--- src/rtl/serial_adder_pkg.sv ---
// Shared definitions for the bit-serial adder: FSM state encoding and default width.
package serial_adder_pkg;

   typedef enum logic [1:0] {
      ST_IDLE = 2'd0,
      ST_RUN  = 2'd1,
      ST_DONE = 2'd2
   } state_e;

   localparam int DEFAULT_WIDTH = 8;

endpackage : serial_adder_pkg

--- src/rtl/serial_adder_full_adder.sv ---
// Team 1-bit full-adder cell; the serial adder evaluates one bit through it per clock.
module full_adder (
   input  logic a,
   input  logic b,
   input  logic cin,
   output logic sum,
   output logic cout
);

   assign sum  = a ^ b ^ cin;
   assign cout = (a & b) | (cin & (a ^ b));

endmodule : full_adder

--- src/rtl/serial_adder.sv ---
// Bit-serial adder: LSB-first, one full-adder step per clock, valid/ready on both sides.
module serial_adder
   import serial_adder_pkg::*;
#(
   parameter int WIDTH = DEFAULT_WIDTH
) (
   input  logic             clk,
   input  logic             rst_n,
   input  logic             start_valid,
   output logic             start_ready,
   input  logic [WIDTH-1:0] a,
   input  logic [WIDTH-1:0] b,
   input  logic             cin,
   output logic             res_valid,
   input  logic             res_ready,
   output logic [WIDTH-1:0] sum,
   output logic             cout,
   output logic             ovf
);

   localparam int CNT_W = $clog2(WIDTH + 1);

   state_e             state_q, state_d;
   logic [CNT_W-1:0]   cnt_q, cnt_d;
   logic [WIDTH-1:0]   a_q, a_d, b_q, b_d, sum_q, sum_d;
   logic               carry_q, carry_d, cout_q, cout_d, ovf_q, ovf_d;
   logic               fa_sum, fa_cout, last_bit;
   logic [WIDTH-1:0]   sum_shift;

   full_adder u_fa (
      .a    (a_q[0]),
      .b    (b_q[0]),
      .cin  (carry_q),
      .sum  (fa_sum),
      .cout (fa_cout)
   );

   // Sum bits enter from the MSB side so that after WIDTH steps bit 0 sits at the LSB.
   if (WIDTH == 1) begin : g_shift_w1
      assign sum_shift = fa_sum;
   end else begin : g_shift_wn
      assign sum_shift = {fa_sum, sum_q[WIDTH-1:1]};
   end

   assign last_bit = (cnt_q == CNT_W'(WIDTH - 1));

   always_ff @(posedge clk or negedge rst_n) begin
      if (!rst_n) begin
         state_q <= ST_IDLE;
      end else begin
         state_q <= state_d;
      end
   end

   always_comb begin
      state_d = state_q;
      unique case (state_q)
         ST_IDLE: if (start_valid) state_d = ST_RUN;
         ST_RUN:  if (last_bit)    state_d = ST_DONE;
         ST_DONE: if (res_ready)   state_d = ST_IDLE;
         default:                  state_d = ST_IDLE;
      endcase
   end

   always_comb begin
      start_ready = (state_q == ST_IDLE);
      res_valid   = (state_q == ST_DONE);
   end

   always_comb begin
      a_d     = a_q;
      b_d     = b_q;
      carry_d = carry_q;
      cnt_d   = cnt_q;
      sum_d   = sum_q;
      cout_d  = cout_q;
      ovf_d   = ovf_q;
      if (state_q == ST_IDLE && start_valid) begin
         a_d     = a;
         b_d     = b;
         carry_d = cin;
         cnt_d   = '0;
      end else if (state_q == ST_RUN) begin
         a_d     = a_q >> 1;
         b_d     = b_q >> 1;
         carry_d = fa_cout;
         sum_d   = sum_shift;
         cnt_d   = cnt_q + CNT_W'(1);
         // Overflow is the carry into the MSB cell XOR the carry out of it.
         if (last_bit) begin
            cout_d = fa_cout;
            ovf_d  = carry_q ^ fa_cout;
         end
      end
   end

   always_ff @(posedge clk or negedge rst_n) begin
      if (!rst_n) begin
         a_q     <= '0;
         b_q     <= '0;
         carry_q <= 1'b0;
         cnt_q   <= '0;
         sum_q   <= '0;
         cout_q  <= 1'b0;
         ovf_q   <= 1'b0;
      end else begin
         a_q     <= a_d;
         b_q     <= b_d;
         carry_q <= carry_d;
         cnt_q   <= cnt_d;
         sum_q   <= sum_d;
         cout_q  <= cout_d;
         ovf_q   <= ovf_d;
      end
   end

   assign sum  = sum_q;
   assign cout = cout_q;
   assign ovf  = ovf_q;

endmodule : serial_adder

--- config.mk ---
export PLATFORM = sky130hd
export DESIGN_NAME = serial_adder
export DESIGN_NICKNAME = d
export VERILOG_FILES = /design/src/rtl/serial_adder_pkg.sv /design/src/rtl/serial_adder_full_adder.sv /design/src/rtl/serial_adder.sv
export SDC_FILE = /design/constraint.sdc
export NUM_CORES = 1
export LEC_CHECK = 0
export BUFFER_PORTS_ARGS = -buffer_cell sky130_fd_sc_hd__buf_4
export CORE_ASPECT_RATIO = 0.9
export CORE_MARGIN = 4
export CORE_UTILIZATION = 50
export CTS_CLUSTER_DIAMETER = 80
export DETAILED_ROUTE_END_ITERATION = 6
export GPL_TIMING_DRIVEN = 0
export PLACE_DENSITY = 0.86
export SLEW_MARGIN = 20
export SYNTH_ARGS = -nofsm -noshare
export SYNTH_HDL_FRONTEND = slang
export SYNTH_HIERARCHICAL = 1
export SYNTH_SLANG_ARGS = --single-unit
export TNS_END_PERCENT = 10
--- constraint.sdc ---
create_clock -name clk -period 2.65 [get_ports clk]
set_clock_uncertainty 0.1 [all_clocks]
set_input_delay 0 -clock clk [delete_from_list [all_inputs] [get_ports clk]]
set_output_delay 0 -clock clk [all_outputs]
set_load 0.01 [all_outputs]
==> flow_metrics.env <==
export IMPL_outcome="finished, final reports clean"
export IMPL_critical_path_max_stage_delay_ns=0.54
export IMPL_fmax_ghz=0.483
export IMPL_routed_wl_um=3600
export IMPL_die_area_um2=3740
export IMPL_antenna_found_initial=0
export IMPL_cp_arrival_ns=2.24
export IMPL_reg2reg_setup_slack_ns=0.58
export IMPL_slowest_stage="dlygate4sd3_1"
export IMPL_cts_tree="built"
export IMPL_critPathRequiredTime_ns=2.82
export IMPL_port_buffers=32
export IMPL_yosysUniqueCellTypes=24
export IMPL_holdBufCountCts=25
export IMPL_crit_path_start_kind="flip-flop"
export IMPL_vias=1281
export IMPL_yosys_warnings=6
export IMPL_grt_max_degree=34
export IMPL_syn_area_um2=1410
export IMPL_hold_viol_final=0
export IMPL_dp_hpwl_um=2140
export IMPL_die_w_um=64.0
export IMPL_wl_per_cell_um=14.6
export IMPL_p_leak_nw=1.05
export IMPL_syn_nets=167
export IMPL_antenna_left=0
export IMPL_crit_path_end_kind="flip-flop"
export IMPL_min_path_type="in2async"
export IMPL_initial_core_util=0.548
export IMPL_cts_resized_gates=0
export IMPL_cts_setup_buffers=0
export IMPL_setup_viol=0
export IMPL_cts_max_path_buffers=2
export IMPL_drv_cap=0
export IMPL_ctsRootBufferMaster="clkbuf_4"
export IMPL_io_pins=33
export IMPL_power_density_nw_per_um2=1050
export IMPL_antennaDiodeCount=0
export IMPL_drcViolationCount=0
export IMPL_clkLatencyLatePin_ns=0.34
export IMPL_ys_seq_elements=33
export IMPL_grt_util_all_layers=0.225
export IMPL_firstDrtPassIters=4
export IMPL_numCtsBuffers=5
export IMPL_clock_sinks=33
export IMPL_post_route_period_util=0.781
export IMPL_grt_pass1_wl_um=6380
export IMPL_crit_type="reg2reg"
export IMPL_drtIter0Drc=88
export IMPL_final_cells=247
export IMPL_rows=17
export IMPL_rsz0062_at_grt="no"
export IMPL_gp_congestion=0.761
export IMPL_finalNetCount=231
export IMPL_core_um2=2570
export IMPL_slew_headroom=0.719
export IMPL_cts_clk_slew_worst_paths_ns=0.10
export IMPL_worstMarginPinSlew_ns=0.421
export IMPL_vdd_drop_max_v=0.000647
export IMPL_final_setup_tns_ns=0
export IMPL_placedCellCount=214
export IMPL_cp_max_fo=10
export IMPL_synthCells=144
export IMPL_grt_pass1_vias=1380
export IMPL_avgSynthCellArea_um2=9.79
export IMPL_overflow=0
export IMPL_die_h_um=58.4
export IMPL_cts_max_level=2
export IMPL_whs_ns=0.0194
export IMPL_worstPathCellList="nor3b_1, buf_2, a22oi_1, nand2_1, dlygate4sd3_1"
export IMPL_ys_seq_area_frac=0.586
export IMPL_detail_route_vias_per_cell=5.19
export IMPL_slew_violations=0
export IMPL_syn_to_final_growth_pct=41.8
export IMPL_drive_gt1_frac=0.234
export IMPL_period_minus_slack_ns=2.07
-- final timing paths --
check                      endpoint  startpoint  depth (start not counted)
max in group asynchronous  cnt_q[1]       rst_n                          2
min in group clk             a_q[7]        a[7]                          4
min reg2reg                  sum[0]      sum[0]                          2
max                          b_q[3]  state_q[0]                          5
max reg2reg                  b_q[3]  state_q[0]                          5
min                            cout       rst_n                          2
-- critical path, delay by kind of cell (launching register included) --
family          cells  cell delay [ns]
simple gates        2             0.49
compound gates      1             0.11
buf+inv             2             0.85
flops               1             0.45
-- synth_stat cells --
library cell / n / share of area
nand2_1: 62 / 0.17
dfrtp_1: 33 / 0.59
a22oi_1: 15 / 0.080
buf_2: 5 / 0.018
o21ai_1: 3 / 0.011
a21o_1: 2 / 0.011
a21oi_1: 2 / 0.0071
inv_1: 2 / 0.0053
mux2_2: 2 / 0.016
nor2_1: 2 / 0.0053
nor2b_1: 2 / 0.0089
o21ai_0: 2 / 0.0071
buf_4: 1 / 0.0053
buf_6: 1 / 0.0080
fa_1: 1 / 0.014
ha_1: 1 / 0.0089
nand2b_1: 1 / 0.0044
nand3_1: 1 / 0.0035
nand3b_1: 1 / 0.0053
nor3b_1: 1 / 0.0053
o21ba_1: 1 / 0.0071
o21bai_2: 1 / 0.0080
o22ai_1: 1 / 0.0044
xor2_1: 1 / 0.0062
-- where the power goes --
part / internal, mW / leakage [nW] / switching, mW
registers: 0.716 / 0.423 / 0.154
clock network: 0.101 / 0.0320 / 0.169
logic: 0.458 / 0.600 / 0.491
total: 1.27 / 1.05 / 0.815
-- logic make-up (layout without fill, tap and decap cells) --
logic type,Yosys count,count (layout),share of synthesized area
compound gates,27,27,0.135
xor+xnor,1,1,0.00621
fa+ha+maj,2,2,0.0231
buf+inv,9,74,0.0364
flops,33,33,0.586
mux,2,2,0.0160
simple gates,70,70,0.198
-- metal layers --
metal	vias up	share of wire	routed length (um)	GRT usage
met4	0	0.033	118	0.0923
met3	15	0.050	180	0.0515
met1	619	0.39	1410	0.263
li1	603	-	-	-
met2	44	0.52	1880	0.402
met5	-	0	0	0
-- layout make-up --
type | instances | area, um^2
timing repair buffer | 57 | 490
buffer | 7 | 43.8
multi-input combinational | 102 | 533
sequential | 33 | 826
clock buffer | 6 | 41.3
tap | 38 | 47.5
fill | 155 | 574
clock inverter | 2 | 10.0
inverter | 2 | 7.51
-- cells in the final DEF, fill, tap and decap left out, drive strengths merged --
cell         Yosys  final
nand2           62     62
buf              7     39
dfrtp           33     33
dlygate4sd3      0     25
a22oi           15     15
clkbuf           0      6
o21ai            5      5
nor2             2      2
nor2b            2      2
mux2             2      2
inv              2      2
a21o             2      2
a21oi            2      2
clkinv           0      2
nor3b            1      1
nand2b           1      1
o21bai           1      1
nand3b           1      1
xor2             1      1
nand3            1      1
o22ai            1      1
o21ba            1      1
ha               1      1
fa               1      1
-- registers in the layout, indices dropped and copies added, names as in the netlist --
name / flops
a_q: 8
b_q: 8
sum: 8
cnt_q: 4
state_q: 2
carry_q: 1
cout: 1
ovf: 1
-- stage by stage --
stage	setup slack (ns)	total power, mW	utilization	cell area [um^2]
global placement	1.13	1.65	0.660	1700
detailed placement	1.11	1.70	0.660	1700
finish	0.579	2.09	0.777	2000
global route	0.455	2.26	0.777	2000
CTS	0.719	2.06	0.777	2000
floorplan	1.18	1.40	-	1410
Note: power is estimated with default switching activity, not from simulation.
